<file path="src/rtl/ddr2_pkg.sv">
// Shared DDR2 command encodings, violation codes and init-sequence states
// used by the command monitor and the initializer.
package ddr2_pkg;

  // {RAS,CAS,WE} as seen on the pins
  typedef enum logic [2:0] {
    MRST = 3'b000,
    ARSR = 3'b001,
    PRCH = 3'b010,
    ACTV = 3'b011,
    WRTE = 3'b100,
    READ = 3'b101,
    BTRM = 3'b110,
    NOOP = 3'b111
  } cmd_e;

  localparam logic [3:0] ERR_NONE   = 4'd0;
  localparam logic [3:0] ERR_SEQ    = 4'd1;
  localparam logic [3:0] ERR_TMRD   = 4'd2;
  localparam logic [3:0] ERR_TRP    = 4'd3;
  localparam logic [3:0] ERR_TRFC   = 4'd4;
  localparam logic [3:0] ERR_TRCD   = 4'd5;
  localparam logic [3:0] ERR_CLOSED = 4'd6;
  localparam logic [3:0] ERR_OPEN   = 4'd7;
  localparam logic [3:0] ERR_CKE    = 4'd8;
  localparam logic [3:0] ERR_NOINIT = 4'd9;

  typedef enum logic [3:0] {
    S_CKE, S_PRE1, S_EMR2, S_EMR3, S_EMR, S_MRDLL,
    S_PRE2, S_REF1, S_REF2, S_MR, S_OCD, S_DONE
  } init_state_e;

  // The counter reads 0 on the cycle after its initiating command, so the
  // elapsed cycle count at a later command is cnt+1.
  function automatic logic too_soon(input logic [4:0] cnt, input int unsigned lim);
    return (32'(cnt) + 32'd1) < lim;
  endfunction

endpackage

</file>
<file path="src/rtl/ddr2_cmd_monitor_if.sv">
// Pin-side DDR2 command bus: the controller drives it, the monitor listens.
interface ddr2_cmd_monitor_if;
  logic        CKE;
  logic [2:0]  COMMAND_PIN;
  logic [13:0] ADDRESS_PIN;
  logic [2:0]  BANK_PIN;

  modport master (output CKE, output COMMAND_PIN, output ADDRESS_PIN, output BANK_PIN);
  modport slave  (input  CKE, input  COMMAND_PIN, input  ADDRESS_PIN, input  BANK_PIN);
endinterface

</file>
<file path="src/rtl/ddr2_bank_tracker.sv">
// Per-bank open-row bits plus the ACTV-to-READ/WRTE (tRCD) counters.
module ddr2_bank_tracker
  import ddr2_pkg::*;
#(
  parameter int unsigned T_RCD = 3
) (
  input  logic       CLK_n,
  input  logic       RST,
  input  logic       set_en,
  input  logic       clr_en,
  input  logic       clr_all,
  input  logic [2:0] bank,
  output logic [7:0] bank_open,
  output logic       rcd_early
);

  logic [7:0] open_q, open_d;
  logic [3:0] cnt_q [8];
  logic [3:0] cnt_d [8];

  always_comb begin
    open_d = open_q;
    if (clr_all) open_d = '0;
    if (clr_en)  open_d[bank] = 1'b0;
    if (set_en)  open_d[bank] = 1'b1;
    for (int unsigned i = 0; i < 8; i++) begin
      cnt_d[i] = (cnt_q[i] == '1) ? cnt_q[i] : cnt_q[i] + 4'd1;
      if (set_en && bank == 3'(i)) cnt_d[i] = '0;
    end
  end

  assign bank_open = open_q;
  assign rcd_early = too_soon({1'b0, cnt_q[bank]}, T_RCD);

  always_ff @(posedge CLK_n) begin
    if (!RST) begin
      open_q <= '0;
      cnt_q  <= '{default: '1};
    end else begin
      open_q <= open_d;
      cnt_q  <= cnt_d;
    end
  end

endmodule

</file>
<file path="src/rtl/ddr2_cmd_monitor.sv">
// Receive-side DDR2 command monitor: decodes pin commands, checks the power-up
// sequence and timing, shadows the mode registers and latches the first violation.
module ddr2_cmd_monitor
  import ddr2_pkg::*;
#(
  parameter int unsigned T_MRD = 2,
  parameter int unsigned T_RP  = 3,
  parameter int unsigned T_RFC = 16,
  parameter int unsigned T_RCD = 3
) (
  input  logic         CLK_n,
  input  logic         RST,
  ddr2_cmd_monitor_if.slave pins,
  output logic         CMD_STROBE,
  output logic [2:0]   CMD_CODE,
  output logic [13:0]  MR0,
  output logic [13:0]  MR1,
  output logic [13:0]  MR2,
  output logic [13:0]  MR3,
  output logic [7:0]   BANK_OPEN,
  output logic         INIT_DONE,
  output logic         ERROR,
  output logic [3:0]   ERR_CODE
);

  logic [2:0] cmd, bank;
  logic       a8, a10;
  logic       cmd_vld, is_mrst, is_arsr, is_prch, is_actv, is_rdwr;

  assign cmd     = pins.COMMAND_PIN;
  assign bank    = pins.BANK_PIN;
  assign a8      = pins.ADDRESS_PIN[8];
  assign a10     = pins.ADDRESS_PIN[10];
  assign cmd_vld = (cmd != NOOP);
  assign is_mrst = (cmd == MRST);
  assign is_arsr = (cmd == ARSR);
  assign is_prch = (cmd == PRCH);
  assign is_actv = (cmd == ACTV);
  assign is_rdwr = (cmd == READ) || (cmd == WRTE);

  init_state_e state_q, state_d;
  logic        seq_ok;
  logic [4:0]  cnt_mrd_q, cnt_mrd_d, cnt_rp_q, cnt_rp_d, cnt_rfc_q, cnt_rfc_d;
  logic        cmd_strobe_q, cmd_strobe_d;
  logic [2:0]  cmd_code_q, cmd_code_d;
  logic [13:0] mr_q [4];
  logic [13:0] mr_d [4];
  logic        err_q, err_d;
  logic [3:0]  err_code_q, err_code_d, new_code;
  logic        rcd_early;

  always_comb begin
    state_d = state_q;
    seq_ok  = 1'b1;
    if (state_q == S_CKE) begin
      if (pins.CKE) state_d = S_PRE1;
    end else if (cmd_vld && pins.CKE && state_q != S_DONE) begin
      seq_ok = 1'b0;
      case (state_q)
        S_PRE1:  if (is_prch && a10) begin state_d = S_EMR2; seq_ok = 1'b1; end
        S_EMR2:  if (is_mrst && bank == 3'd2) begin state_d = S_EMR3; seq_ok = 1'b1; end
        S_EMR3:  if (is_mrst && bank == 3'd3) begin state_d = S_EMR; seq_ok = 1'b1; end
        S_EMR:   if (is_mrst && bank == 3'd1) begin state_d = S_MRDLL; seq_ok = 1'b1; end
        S_MRDLL: if (is_mrst && bank == 3'd0 && a8) begin state_d = S_PRE2; seq_ok = 1'b1; end
        S_PRE2:  if (is_prch && a10) begin state_d = S_REF1; seq_ok = 1'b1; end
        S_REF1:  if (is_arsr) begin state_d = S_REF2; seq_ok = 1'b1; end
        S_REF2:  if (is_arsr) begin state_d = S_MR; seq_ok = 1'b1; end
        S_MR: begin
          if (is_arsr) seq_ok = 1'b1;
          else if (is_mrst && bank == 3'd0 && !a8) begin state_d = S_OCD; seq_ok = 1'b1; end
        end
        S_OCD: begin
          if (is_mrst && bank == 3'd1 && pins.ADDRESS_PIN[9:7] == 3'b111) seq_ok = 1'b1;
          else if (is_mrst && bank == 3'd1 && pins.ADDRESS_PIN[9:7] == 3'b000) begin
            state_d = S_DONE;
            seq_ok  = 1'b1;
          end
        end
        default: seq_ok = 1'b1;
      endcase
    end
  end

  always_comb begin
    cnt_mrd_d = (cnt_mrd_q == '1) ? cnt_mrd_q : cnt_mrd_q + 5'd1;
    cnt_rp_d  = (cnt_rp_q  == '1) ? cnt_rp_q  : cnt_rp_q  + 5'd1;
    cnt_rfc_d = (cnt_rfc_q == '1) ? cnt_rfc_q : cnt_rfc_q + 5'd1;
    if (is_mrst) cnt_mrd_d = '0;
    if (is_prch) cnt_rp_d  = '0;
    if (is_arsr) cnt_rfc_d = '0;

    cmd_strobe_d = cmd_vld;
    cmd_code_d   = cmd_vld ? cmd : cmd_code_q;
    mr_d         = mr_q;
    if (is_mrst) mr_d[bank[1:0]] = pins.ADDRESS_PIN;

    // Highest-priority violation of this command cycle
    new_code = ERR_NONE;
    if (cmd_vld && !pins.CKE)                                    new_code = ERR_CKE;
    else if (!seq_ok || (is_mrst && bank[2]))                    new_code = ERR_SEQ;
    else if (cmd_vld && too_soon(cnt_mrd_q, T_MRD))              new_code = ERR_TMRD;
    else if (cmd_vld && too_soon(cnt_rfc_q, T_RFC))              new_code = ERR_TRFC;
    else if ((is_actv || is_arsr || is_mrst) && too_soon(cnt_rp_q, T_RP))
                                                                 new_code = ERR_TRP;
    else if (is_rdwr && !BANK_OPEN[bank])                        new_code = ERR_CLOSED;
    else if (is_actv && BANK_OPEN[bank])                         new_code = ERR_OPEN;
    else if (is_rdwr && rcd_early)                               new_code = ERR_TRCD;
    else if ((is_actv || is_rdwr) && state_q != S_DONE)          new_code = ERR_NOINIT;

    err_d      = err_q;
    err_code_d = err_code_q;
    if (!err_q && new_code != ERR_NONE) begin
      err_d      = 1'b1;
      err_code_d = new_code;
    end
  end

  ddr2_bank_tracker #(.T_RCD(T_RCD)) u_banks (
    .CLK_n     (CLK_n),
    .RST       (RST),
    .set_en    (is_actv),
    .clr_en    ((is_prch && !a10) || (is_rdwr && a10)),
    .clr_all   (is_prch && a10),
    .bank      (bank),
    .bank_open (BANK_OPEN),
    .rcd_early (rcd_early)
  );

  always_ff @(posedge CLK_n) begin
    if (!RST) begin
      state_q      <= S_CKE;
      cnt_mrd_q    <= '1;
      cnt_rp_q     <= '1;
      cnt_rfc_q    <= '1;
      cmd_strobe_q <= 1'b0;
      cmd_code_q   <= '0;
      mr_q         <= '{default: '0};
      err_q        <= 1'b0;
      err_code_q   <= '0;
    end else begin
      state_q      <= state_d;
      cnt_mrd_q    <= cnt_mrd_d;
      cnt_rp_q     <= cnt_rp_d;
      cnt_rfc_q    <= cnt_rfc_d;
      cmd_strobe_q <= cmd_strobe_d;
      cmd_code_q   <= cmd_code_d;
      mr_q         <= mr_d;
      err_q        <= err_d;
      err_code_q   <= err_code_d;
    end
  end

  assign CMD_STROBE = cmd_strobe_q;
  assign CMD_CODE   = cmd_code_q;
  assign MR0        = mr_q[0];
  assign MR1        = mr_q[1];
  assign MR2        = mr_q[2];
  assign MR3        = mr_q[3];
  assign INIT_DONE  = (state_q == S_DONE);
  assign ERROR      = err_q;
  assign ERR_CODE   = err_code_q;

endmodule
</file>
<file path="src/flat_wrapper.sv">
// flat-port wrapper written by rule: the top's interface ports become plain ports
module ddr2_cmd_monitor_flat import ddr2_pkg::*;
#(
  parameter int unsigned T_MRD = 2,
  parameter int unsigned T_RP  = 3,
  parameter int unsigned T_RFC = 16,
  parameter int unsigned T_RCD = 3
)
  (CLK_n, RST, CMD_STROBE, CMD_CODE, MR0, MR1, MR2, MR3, BANK_OPEN, INIT_DONE, ERROR, ERR_CODE, pins_CKE, pins_COMMAND_PIN, pins_ADDRESS_PIN, pins_BANK_PIN);
  ddr2_cmd_monitor_if pins_i ();
  input  logic CLK_n;
  input  logic RST;
  output logic CMD_STROBE;
  output logic [2:0] CMD_CODE;
  output logic [13:0] MR0;
  output logic [13:0] MR1;
  output logic [13:0] MR2;
  output logic [13:0] MR3;
  output logic [7:0] BANK_OPEN;
  output logic INIT_DONE;
  output logic ERROR;
  output logic [3:0] ERR_CODE;
  input wire logic [$bits(pins_i.CKE)-1:0] pins_CKE;
  input wire logic [$bits(pins_i.COMMAND_PIN)-1:0] pins_COMMAND_PIN;
  input wire logic [$bits(pins_i.ADDRESS_PIN)-1:0] pins_ADDRESS_PIN;
  input wire logic [$bits(pins_i.BANK_PIN)-1:0] pins_BANK_PIN;
  assign pins_i.CKE = pins_CKE;
  assign pins_i.COMMAND_PIN = pins_COMMAND_PIN;
  assign pins_i.ADDRESS_PIN = pins_ADDRESS_PIN;
  assign pins_i.BANK_PIN = pins_BANK_PIN;
  ddr2_cmd_monitor #(.T_MRD(T_MRD), .T_RP(T_RP), .T_RFC(T_RFC), .T_RCD(T_RCD)) u_core (.CLK_n(CLK_n), .RST(RST), .pins(pins_i), .CMD_STROBE(CMD_STROBE), .CMD_CODE(CMD_CODE), .MR0(MR0), .MR1(MR1), .MR2(MR2), .MR3(MR3), .BANK_OPEN(BANK_OPEN), .INIT_DONE(INIT_DONE), .ERROR(ERROR), .ERR_CODE(ERR_CODE));
endmodule
</file>
<file path="config.mk">
export PLATFORM = sky130hd
export DESIGN_NAME = ddr2_cmd_monitor_flat
export DESIGN_NICKNAME = d
export VERILOG_FILES = /design/src/rtl/ddr2_pkg.sv /design/src/rtl/ddr2_cmd_monitor_if.sv /design/src/rtl/ddr2_bank_tracker.sv /design/src/rtl/ddr2_cmd_monitor.sv /design/src/flat_wrapper.sv
export SDC_FILE = /design/constraint.sdc
export NUM_CORES = 1
export LEC_CHECK = 0
export CORE_MARGIN = 2
export CORE_UTILIZATION = 54
export DETAILED_ROUTE_END_ITERATION = 10
export PLACE_DENSITY = 0.83
export SKIP_CTS_REPAIR_TIMING = 1
export SYNTH_ARGS = -nofsm -noshare
export SYNTH_HDL_FRONTEND = slang
export SYNTH_SLANG_ARGS = --single-unit
</file>
<file path="constraint.sdc">
create_clock -name CLK_n -period 3.63 [get_ports CLK_n]
set_clock_uncertainty 0.2 [all_clocks]
set_input_delay 0.9075 -clock CLK_n [delete_from_list [all_inputs] [get_ports CLK_n]]
set_output_delay 0.9075 -clock CLK_n [all_outputs]
set_load 0.005 [all_outputs]
</file>
After elaboration in Yosys (flattened, before gate mapping)
Index checks and enable logic that the tools add are counted.
{ "totals": {"word_cells": 239, "inputBits": 23, "reg_bits": 124, "out_inout_bits": 74} }
{ "op_classes": {"order_cmp": 9, "n_mux": 73, "n_bitwise": 5, "add_sub_neg": 15, "reduce_logical": 55, "n_eq_ne": 61} }
{ "op_table": {"columns": ["operator", "count"], "rows": [
  ["two-way mux 4 bit", 42],
  ["less-than comparator 32 x 2 -> 1 bit, second input constant", 2],
  ["bitwise mux 56 bit", 1],
  ["equality test 4 bit, second input constant", 12],
  ["case mux 4 bit (10 select lines)", 1],
  ["logical AND 1 bit", 33],
  ["adder 4 x 1 -> 4 bit, second input constant", 8],
  ["less-than comparator 32 x 5 -> 1 bit, second input constant", 1],
  ["two-way mux 5 bit", 6],
  ["demux 14 bit (select 2 bit)", 1],
  ["two-way mux 8 bit", 3],
  ["inequality test 3 x 1 -> 1 bit, second input constant", 8],
  ["inequality test 2 x 1 -> 1 bit, second input constant", 11],
  ["equality test 3 bit, second input constant", 7],
  ["adder 5 x 1 -> 6 bit, second input constant", 3],
  ["equality test 4 x 3 -> 1 bit, second input constant", 4],
  ["adder 5 x 1 -> 5 bit, second input constant", 3],
  ["equality test 5 bit, second input constant", 3],
  ["AND reduction 15 bit", 1],
  ["two-way mux 1 bit", 14],
  ["two-way mux 14 bit", 1],
  ["binary-select mux 4 bit (select 3 bit)", 1],
  ["equality test 3 x 2 -> 1 bit, second input constant", 4],
  ["nonzero test 11 bit", 1],
  ["other kinds (29)", 47]
]} }

Depth between registers and ports, before layout
Gate-level depths: netlist (run 1).
{ "logic_depth": {"depth_word": 17, "mapped_depth": 13, "mapped_depth_nobuf": 11} }

Cells and area by module
Synthesis (run 1) repeated with hierarchy kept, for this count alone.
{ "hier_totals": {"hier_cells": 705, "hier_area_um2": 6082.1} }
{ "by_module_without_submodules": {"columns": ["module", "n_inst", "cells_per_inst", "area_each_um2", "seq_area_each_um2"], "rows": [
  ["ddr2_cmd_monitor", 1, 493, 3998.8, 1681.6],
  ["ddr2_bank_tracker", 1, 212, 2083.2, 800.8]
]} }

Least setup slack after synthesis (run 1)
OpenSTA, ideal clock, no wires.
{ "synth_timing": {"path_type": "input-to-reg", "from": "input port pins_BANK_PIN[0]", "to": "register u_core.err_code_q[2] (netlist: u_core.ERR_CODE[2])", "path_stages": 11, "path_buffers": 1, "setup_slack_ns": 0.289, "arrival_ns": 3.067, "t_required_ns": 3.355, "setup_ns": 0.075, "cell_sequence": "buf_6 > mux4_2 > mux2i_1 > inv_1 > ha_1 > nand2_1 > o2111ai_1 > a221oi_1 > a211oi_1 > or3_1 > o22ai_1"} }
{ "synth_via": {"elab_chain_cells": 17, "word_cells_on_any_way": 47, "cone_classes": "add/sub (1); order compare (1); eq/ne (3); mux (24); bitwise (1); reduce/logical (17)"} }
{ "synth_rtl": {"columns": ["item", "line", "source"], "rows": [
  ["start: declaration", "flat_wrapper.sv:26", "input wire logic [$bits(pins_i.BANK_PIN)-1:0] pins_BANK_PIN;"],
  ["NOT 3 -> 4 bit (implied by the code)", "ddr2_bank_tracker.sv:33", "assign rcd_early = too_soon({1'b0, cnt_q[bank]}, T_RCD);"],
  ["binary-select mux 4 bit (select 3 bit)", "ddr2_bank_tracker.sv:33", null],
  ["two-way mux 4 bit (implied by the code) (2 in a row)", "ddr2_bank_tracker.sv:33", null],
  ["adder 4 x 1 -> 5 bit", "ddr2_pkg.sv:36", "return (32'(cnt) + 32'd1) < lim;"],
  ["less-than comparator 5 x 2 -> 1 bit", "ddr2_pkg.sv:36", null],
  ["logical AND 1 bit", "ddr2_cmd_monitor.sv:107", "else if (is_rdwr && rcd_early) new_code = ERR_TRCD;"],
  ["two-way mux 4 bit", "ddr2_cmd_monitor.sv:107", null],
  ["two-way mux 4 bit", "ddr2_cmd_monitor.sv:106", "else if (is_actv && BANK_OPEN[bank]) new_code = ERR_OPEN;"],
  ["two-way mux 4 bit", "ddr2_cmd_monitor.sv:105", "else if (is_rdwr && !BANK_OPEN[bank]) new_code = ERR_CLOSED;"],
  ["two-way mux 4 bit", "ddr2_cmd_monitor.sv:103", "else if ((is_actv || is_arsr || is_mrst) && too_soon(cnt_rp_q, T_RP))"],
  ["two-way mux 4 bit", "ddr2_cmd_monitor.sv:102", "else if (cmd_vld && too_soon(cnt_rfc_q, T_RFC)) new_code = ERR_TRFC;"],
  ["two-way mux 4 bit", "ddr2_cmd_monitor.sv:101", "else if (cmd_vld && too_soon(cnt_mrd_q, T_MRD)) new_code = ERR_TMRD;"],
  ["two-way mux 4 bit *", "ddr2_cmd_monitor.sv:100", "else if (!seq_ok || (is_mrst && bank[2])) new_code = ERR_SEQ;"],
  ["two-way mux 4 bit *", "ddr2_cmd_monitor.sv:99", "if (cmd_vld && !pins.CKE) new_code = ERR_CKE;"],
  ["nonzero test 4 bit", "ddr2_cmd_monitor.sv:112", "if (!err_q && new_code != ERR_NONE) begin"],
  ["logical AND 1 bit", "ddr2_cmd_monitor.sv:112", null],
  ["end signal: assignment", "ddr2_cmd_monitor.sv:149", "err_code_q <= err_code_d;"],
  ["end: declaration", "ddr2_cmd_monitor.sv:49", "logic [3:0] err_code_q, err_code_d, new_code;"]
]} }
Mark *: on every way between the ends. The rest lies on a longest branch, timed or not. The select of a mux whose other input is x is not followed.
A chain may end at the register's enable or synchronous reset.

Worst setup path in the final report (run 1)
Same ends and word-level chain as after synthesis.

==> results.md, run 1 <==
- Status: finished clean
- Area of the multi-input gates: 0.00323 mm²
- Skew-Pair Late Insertion Delay: 0.53 ns
- Antenna violations before repair: 0
- Initial core utilization: 55.1%
- Pre-CTS setup slack: -0.593 ns
- Crit Path Class: in -> reg
- Final hold violation count: 0
- Vias in the first global route: 5,792
- Vias/cell: 5.95
- Pin count of the biggest net entering global routing: 58
- Clock root buffer: clkbuf_8
- Area grow syn2layout: 31.8%
- FF/Latch Area: 0.00248 mm²
- CTS Sinks: 124
- Die W: 109 µm
- Via count: 5,879
- Slew headroom: 52.7%
- Worst setup SP type: input port
- Gp weighted congestion: 0.892
- Die Height: 109 µm
- Post-synth EDFFs: 0
- Final ANT Viol Nets: 0
- First-iteration detailed-routing DRC count: 405
- Synth Instances: 714
- RSZ-0062 raised after global routing: no
- Pre-Repair DR Iteration Count: 6
- CTS buffer count: 17
- Critical path arrival: 3.68 ns
- Syn avg cell area: 8.33 µm²
- Die Area: 0.0119 mm²
- HPWL Detailed: 12,200 µm
- VDD IR-drop max: 0.000463 V
- Most frequent cells in the layout: nand2_1, dfxtp_1, clkdlybuf4s50_1, a21oi_1, o21ai_0
- Fill cell count: 797
- Share of synthesized registers carrying an async set or reset: 0%
- Post-synthesis cell type count: 65
- Cell Area, Synth: 0.00595 mm²
- First-pass GRT wire length: 28,000 µm
- Remaining DRCs: 0
- I/O pin count: 97
- Least-Margin Pin Slew: 0.704 ns
- Synth Net Count: 753
- Max-slew violation count: 0
- IO buf count: 96
- Gr usage total: 30.5%
- Clock-pin slew on the worst setup and hold paths: 0.06 ns
- Yosys warns: 0
- Wirelength, routed: 17,500 µm
- R2R setup slack: 0.73 ns
- H-tree depth: 4
- Finished Core Util: 72.6%
- Remaining Overflow, GRT: 0
- Max-cap viol count: 0
- FF+latch count, synth: 124
- CTS tree: built
- Max clock buf depth: 2
- Critical Path RT: 3.89 ns
- Antenna cells: 0
- Routed WL per cell: 17.7 µm
- Core area: 0.0108 mm²
- CP endpoint kind: flip-flop
- Core Rows: 38
- PD cells: 651 mW/mm²
- Final Power: 5.11 mW
- Period utilization: 94.3%
- Final setup margin: 0.207 ns
- Register area share after synthesis: 41.7%
- Setup violations, final: 0
- Synth Flop Type: dfxtp_1
- Crit Path Max Fanout: 20
- Fmax: 0.292 GHz
- Min cycle time layout: 3.42 ns
- Most common cell after layout, fill and taps aside: nand2_1
- Share of layout cells above drive strength 1: 13.0%
- Hold Path Class: reg -> reg
- Leakage power: 2.92 nW
- Total Nets Final: 874
[sequential cells by signal, summed over array words and instances, names as in the netlist]
signal / flops
u_core.CMD_CODE: 3
u_core.CMD_STROBE: 1
u_core.ERROR: 1
u_core.ERR_CODE: 4
u_core.MR0: 14
u_core.MR1: 14
u_core.MR2: 14
u_core.MR3: 14
u_core.cnt_mrd_q: 5
u_core.cnt_rfc_q: 5
u_core.cnt_rp_q: 5
u_core.state_q: 4
u_core.u_banks.bank_open: 8
u_core.u_banks.cnt_q: 32
[cells by family after synthesis]
kind of cell / Yosys count / share of synthesized area [%]
buffers and inverters: 54 / 4.14
AOI/OAI and AO/OA: 180 / 17.6
and+or+nand+nor: 279 / 21.7
adders and majority gates: 16 / 3.36
DFF: 124 / 41.7
muxes: 41 / 8.50
xor gates and xnor gates: 20 / 2.94
[stage by stage]
step,cells,TNS [ns],hold slack [ns],cell area [µm²]
2_1_floorplan,714,0,0.252,5950
5_1_grt,988,0,0.272,7840
3_3_place_gp,956,-1.76,0.242,7240
4_1_cts,988,-0.0352,0.260,7830
6_report,988,0,0.258,7840
3_5_place_dp,956,-2.49,0.247,7240
[area by class of cell]
class	instances	share of cell area [%]
clock buffer	20	5.81
clock inverter	12	1.72
inverter	13	0.622
multi-input combinational	536	41.2
sequential	124	31.7
tap	140	2.23
timing repair buffer	143	16.8
[cell usage after synthesis (5+ instances only)]
| cell type | n | share of area [%] |
|---|---|---|
| a31oi_1 | 13 | 1.4 |
| inv_1 | 12 | 0.76 |
| o21ai_0 | 63 | 5.3 |
| nand2b_1 | 5 | 0.53 |
| mux2i_1 | 21 | 3.5 |
| nor2b_1 | 9 | 0.95 |
| buf_2 | 5 | 0.42 |
| nand3_1 | 28 | 2.4 |
| mux4_2 | 6 | 2.3 |
| or3_1 | 6 | 0.63 |
| nand3b_1 | 9 | 1.1 |
| nand2_1 | 137 | 8.6 |
| dfxtp_1 | 124 | 42 |
| clkbuf_1 | 28 | 1.8 |
| and3_1 | 6 | 0.63 |
| ha_1 | 16 | 3.4 |
| a21oi_1 | 67 | 5.6 |
| xnor2_1 | 16 | 2.4 |
| nor3_1 | 10 | 0.84 |
| nor2_1 | 47 | 3.0 |
| mux2_2 | 12 | 2.3 |
[worst max-delay path: stages]
cell and delay [ns]:
clkdlybuf4s50_1 0.48, buf_4 0.24, or3_1 0.36, o311ai_1 0.10
a21oi_1 0.11, ha_1 0.31, nand2_1 0.06, o2111ai_1 0.12
a221oi_2 0.27, buf_4 0.20, a211oi_1 0.04, or3_1 0.32
o22ai_1 0.16
[layer usage]
| layer | up-vias | global-route usage [%] | share of wire [%] |
|---|---|---|---|
| met5 | - | 0 | 0 |
| met4 | 0 | 15.7 | 3.3 |
| met3 | 49 | 9.21 | 7.5 |
| met2 | 242 | 49.8 | 49 |
| met1 | 2810 | 36.1 | 40 |
| li1 | 2778 | - | - |
[path summary, 6_finish.rpt]
path / startpoint / endpoint / cells past startpoint
max reg2reg: u_core.u_banks.cnt_q[5] / u_core.ERR_CODE[2] / 12
min reg2reg: u_core.MR0[5] / u_core.MR0[5] / 2
max: pins_BANK_PIN[0] / u_core.ERR_CODE[2] / 13
min: u_core.MR0[5] / u_core.MR0[5] / 2
[power breakdown]
group | switching (mW) | leakage [nW] | total [mW] | internal [mW]
Combinational | 0.771 | 1.63 | 1.57 | 0.800
Clock | 0.633 | 0.280 | 1.67 | 1.04
Sequential | 0.274 | 1.01 | 1.87 | 1.59
No activity file was read; power rests on OpenSTA's default activity.
==> run 2, diff against run 1 <==
--- a/config.mk
+++ b/config.mk
@@ -6,9 +6,9 @@
 export NUM_CORES = 1
 export LEC_CHECK = 0
 export CORE_MARGIN = 2
-export CORE_UTILIZATION = 54
+export CORE_UTILIZATION = 40
 export DETAILED_ROUTE_END_ITERATION = 10
-export PLACE_DENSITY = 0.83
+export PLACE_DENSITY = 0.65
 export SKIP_CTS_REPAIR_TIMING = 1
 export SYNTH_ARGS = -nofsm -noshare
 export SYNTH_HDL_FRONTEND = slang
==> results.md, run 2 (synthesis results as in run 1) <==
- Status: finished clean
- VDD IR-drop max: 0.000298 V
- Least-Margin Pin Slew: 0.643 ns
- CTS tree: built
- Total Nets Final: 880
- First-iteration detailed-routing DRC count: 478
- Crit Path Class: in -> reg
- Fmax: 0.290 GHz
- Area grow syn2layout: 33.3%
- Most common cell after layout, fill and taps aside: nand2_1
- Via count: 5,710
- Die Area: 0.0159 mm²
- Worst setup SP type: input port
- Die Height: 126 µm
- Crit Path Max Fanout: 5
- Wirelength, routed: 16,700 µm
- Most frequent cells in the layout: nand2_1, dfxtp_1, clkdlybuf4s50_1, a21oi_1, o21ai_0
- Placed insts: 1,006
- HPWL Detailed: 12,300 µm
- Remaining DRCs: 0
- Non-filler cells, final: 1,038
- Remaining Overflow, GRT: 0
- Cell Chain, Critical Path: clkdlybuf4s50_1 -> mux4_2 -> mux2i_1 -> inv_1 -> ha_1 -> o2111ai_1 -> a221oi_2 -> buf_4 -> or2_0 -> a221o_1 -> o22ai_1
- Hold Path Class: reg -> reg
- Setup violations, final: 0
- Leakage power: 2.95 nW
- Critical path arrival: 3.59 ns
- RSZ-0062 raised after global routing: no
- PD cells: 629 mW/mm²
- Antenna cells: 0
- Clock-pin slew on the worst setup and hold paths: 0.06 ns
- Critical Path RT: 3.78 ns
- CTS Sinks: 124
- Antenna violations before repair: 0
- Setup TNS: 0 ns
- Routed WL per cell: 16.1 µm
- Max-cap viol count: 0
- Slowest library cell on the worst path: clkdlybuf4s50_1
- CTS buffer count: 17
- Most flop-heavy register: u_core.u_banks.cnt_q
- Core Rows: 44
- Slew headroom: 56.8%
- Min cycle time layout: 3.44 ns
- IO buf count: 96
- Gp weighted congestion: 0.900
- Gr usage total: 21.6%
- Final Instance Area: 0.00793 mm²
- Initial core utilization: 40.9%
- Final ANT Viol Nets: 0
- Number of flip-flops in the largest register: 32
- Vias/cell: 5.50
- Core area: 0.0145 mm²
- Skew-Pair Late Insertion Delay: 0.42 ns
- Period utilization: 94.8%
- Final Power: 4.99 mW
- Max clock buf depth: 2
- First-pass GRT wire length: 27,900 µm
- Pre-Repair DR Iteration Count: 5
- H-tree depth: 4
- Critical path's largest stage delay: 0.54 ns
- CP endpoint kind: flip-flop
- Clock root buffer: clkbuf_16
- Pin count of the biggest net entering global routing: 75
- Share of layout cells above drive strength 1: 13.6%
- Die W: 126 µm
- Vias in the first global route: 5,584
- Post-place instance area: 0.00735 mm²
- Max-slew violation count: 0
- Final hold violation count: 0
- I/O pin count: 97
## run 2: per-stage QoR
stage	hold WS (ns)	setup WS, ns	utilization (%)
final	0.254	0.187	54.6
after global routing	0.278	0.0177	54.6
after CTS	0.256	0.0129	54.4
after detailed placement	0.246	-0.431	50.6
after global placement	0.244	-0.417	50.6
after floorplan	0.252	0.289	-
## run 2: cell type report
| class | instances | area (µm²) |
|---|---|---|
| fillers | 1301 | 6610 |
| multi-input cells | 536 | 3240 |
| flip-flops and latches | 124 | 2480 |
| repair buffers | 149 | 1380 |
| clock buffers | 17 | 425 |
| well taps | 184 | 230 |
| clock inverters | 15 | 129 |
| inverters | 13 | 48.8 |
## run 2: worst max-delay path: cells and delay by family
kind / cells / cell delay [ns]
buffers and inverters: 3 / 0.76
AOI/OAI and AO/OA: 4 / 0.79
and+or+nand+nor: 1 / 0.22
adders and majority gates: 1 / 0.20
muxes: 2 / 0.71
## run 2: worst paths after layout
path                                  from            endpoint  slack, ns  cells after the start
setup / recovery          pins_BANK_PIN[0]  u_core.ERR_CODE[3]       0.19                     11
hold / removal               u_core.MR0[1]       u_core.MR0[1]       0.25                      2
setup reg to reg  u_core.u_banks.cnt_q[13]  u_core.ERR_CODE[3]       0.83                     11
hold reg to reg              u_core.MR0[1]       u_core.MR0[1]       0.25                      2
## run 2: per-layer routing
layer	GRT usage [%]	share of wire, %	vias to the layer above
li1	-	-	2789
met1	27.7	45	2732
met2	35.3	47	161
met3	5.18	5.1	28
met4	8.02	2.2	0
met5	0	0	-
## run 2: power by group
part | total [mW] | switching, mW | internal, mW
Clock | 1.59 | 0.691 | 0.897
Combinational | 1.54 | 0.730 | 0.814
Sequential | 1.85 | 0.262 | 1.59
Total | 4.99 | 1.68 | 3.30
==> run 3, diff against run 2 <==
--- a/config.mk
+++ b/config.mk
@@ -5,7 +5,7 @@
 export SDC_FILE = /design/constraint.sdc
 export NUM_CORES = 1
 export LEC_CHECK = 0
-export CORE_MARGIN = 2
+export CORE_MARGIN = 3
 export CORE_UTILIZATION = 40
 export DETAILED_ROUTE_END_ITERATION = 10
 export PLACE_DENSITY = 0.65
==> results.md, run 3 (synthesis results as in run 1) <==
- Status: finished clean
- Total Nets Final: 877
- Wirelength, routed: 17,000 µm
- HPWL Detailed: 12,400 µm
- Crit Path Class: in -> reg
- Reg2reg path depth: 11
- Post-place instance area: 0.00733 mm²
- Remaining Overflow, GRT: 0
- Gr usage total: 21.1%
- Pin count of the biggest net entering global routing: 75
- Max-cap viol count: 0
- Hold Path Class: reg -> reg
- R2R setup slack: 0.80 ns
- PD cells: 644 mW/mm²
- H-tree depth: 4
- Worst Hold Path EP: u_core.MR3[13]
- Clock root buffer: clkbuf_16
- Least-Margin Pin Slew: 0.675 ns
- Routed WL per cell: 16.5 µm
- Pre-CTS setup slack: -0.477 ns
- Slew headroom: 54.7%
- Fill cell count: 1,263
- Period utilization: 93.7%
- Area of the multi-input gates: 0.00323 mm²
- Crit Path Max Fanout: 5
- CTS Sinks: 124
- Remaining DRCs: 0
- VDD IR-drop max: 0.000301 V
- Max-slew violation count: 0
- Via count: 5,724
- Core area: 0.0142 mm²
- Vias/cell: 5.55
- CTS buffer count: 17
- First-iteration detailed-routing DRC count: 378
- Most frequent cells in the layout: nand2_1, dfxtp_1, clkdlybuf4s50_1, a21oi_1, o21ai_0
- Setup TNS: 0 ns
- Antenna cells: 0
- Final hold violation count: 0
- Die Area: 0.0164 mm²
- Die W: 128 µm
- CTS tree: built
- Final ANT Viol Nets: 0
- Antenna violations before repair: 0
- Final Instance Area: 0.00794 mm²
- Clock-pin slew on the worst setup and hold paths: 0.06 ns
- CP endpoint kind: flip-flop
- Share of layout cells above drive strength 1: 13.3%
- RSZ-0062 raised after global routing: no
- Core Rows: 43
- Skew-Pair Late Insertion Delay: 0.42 ns
- Worst r2r dst: u_core.ERR_CODE[0]
- Max clock buf depth: 2
- Gp weighted congestion: 0.866
- IO buf count: 96
- Area grow syn2layout: 33.5%
- I/O pin count: 97
- Most flop-heavy register: u_core.u_banks.cnt_q
- Worst hold slack: 0.258 ns
- Setup violations, final: 0
- Worst R2R Start: u_core.u_banks.cnt_q[13]
- Pre-Repair DR Iteration Count: 5
- Leakage power: 2.96 nW
- First-pass GRT wire length: 27,700 µm
- Critical Path RT: 3.74 ns
- FF/Latch Area: 0.00248 mm²
- Worst setup SP type: input port
- Min cycle time layout: 3.40 ns
- Initial core utilization: 41.9%
- Most common cell after layout, fill and taps aside: nand2_1
- Worst min-delay path startpoint: u_core.MR3[13]
- Fmax: 0.294 GHz
- Hold path cells: 2
- Critical path arrival: 3.51 ns
- Die Height: 128 µm
- Vias in the first global route: 5,455
- Final setup margin: 0.230 ns
- Number of flip-flops in the largest register: 32
==> run 3: cell count changes in the layout (fill, tap and decap cells not counted), sizes merged <==
cell,change
clkdlybuf4s50,-1
buf,-3
bufinv,+2
clkinv,-1
inv,-1
dlymetal6s2s,+1
==> run 3: cell type report <==
class / count / area share (%)
multi-input combinational: 536 / 40.6
sequential: 124 / 31.3
timing repair buffer: 146 / 17.1
clock buffer: 17 / 5.36
tap: 180 / 2.84
clock inverter: 15 / 2.19
inverter: 13 / 0.615
==> run 3: stage by stage <==
stage | cells | utilization, % | power, mW
floorplan | 714 | - | 2.96
CTS | 1031 | 55.8 | 5.14
global placement | 999 | 51.6 | 3.28
global route | 1031 | 55.9 | 5.44
detailed placement | 999 | 51.6 | 3.40
finish | 1031 | 55.9 | 5.11
==> run 3: per-layer routing <==
metal  global-route usage [%]  vias up  part of all wire (%)
met5                        0        -                     0
li1                         -     2782                     -
met3                     4.83       31                   5.4
met2                     33.2      184                    47
met4                     8.05        0                   2.2
met1                     28.1     2727                    46
==> run 3: how the worst max path moves through the flow <==
stage                           from            endpoint  slack (ns)  cells after the start
floorplan           pins_BANK_PIN[0]  u_core.ERR_CODE[2]        0.29                     11
global placement    pins_BANK_PIN[1]  u_core.ERR_CODE[2]       -0.46                     13
detailed placement  pins_BANK_PIN[1]  u_core.ERR_CODE[2]       -0.48                     13
CTS                 pins_BANK_PIN[1]  u_core.ERR_CODE[2]       -0.03                     13
global route        pins_BANK_PIN[2]  u_core.ERR_CODE[0]        0.07                     12
finish              pins_BANK_PIN[2]  u_core.ERR_CODE[0]        0.23                     12
==> run 3: critical path, cell delays in order <==
cell and delay [ns]:
clkdlybuf4s50_1 0.58, inv_2 0.06, or3_1 0.37, o311ai_1 0.10, a21oi_1 0.11, ha_1 0.24, o2111ai_1 0.22, a221oi_2 0.06
buf_4 0.16, or2_0 0.21, a221o_1 0.34, o2bb2ai_1 0.13
==> run 3: power breakdown <==
group / switching [mW] / internal, mW
sequential: 0.255 / 1.59
combinational: 0.722 / 0.812
clock: 0.697 / 1.03
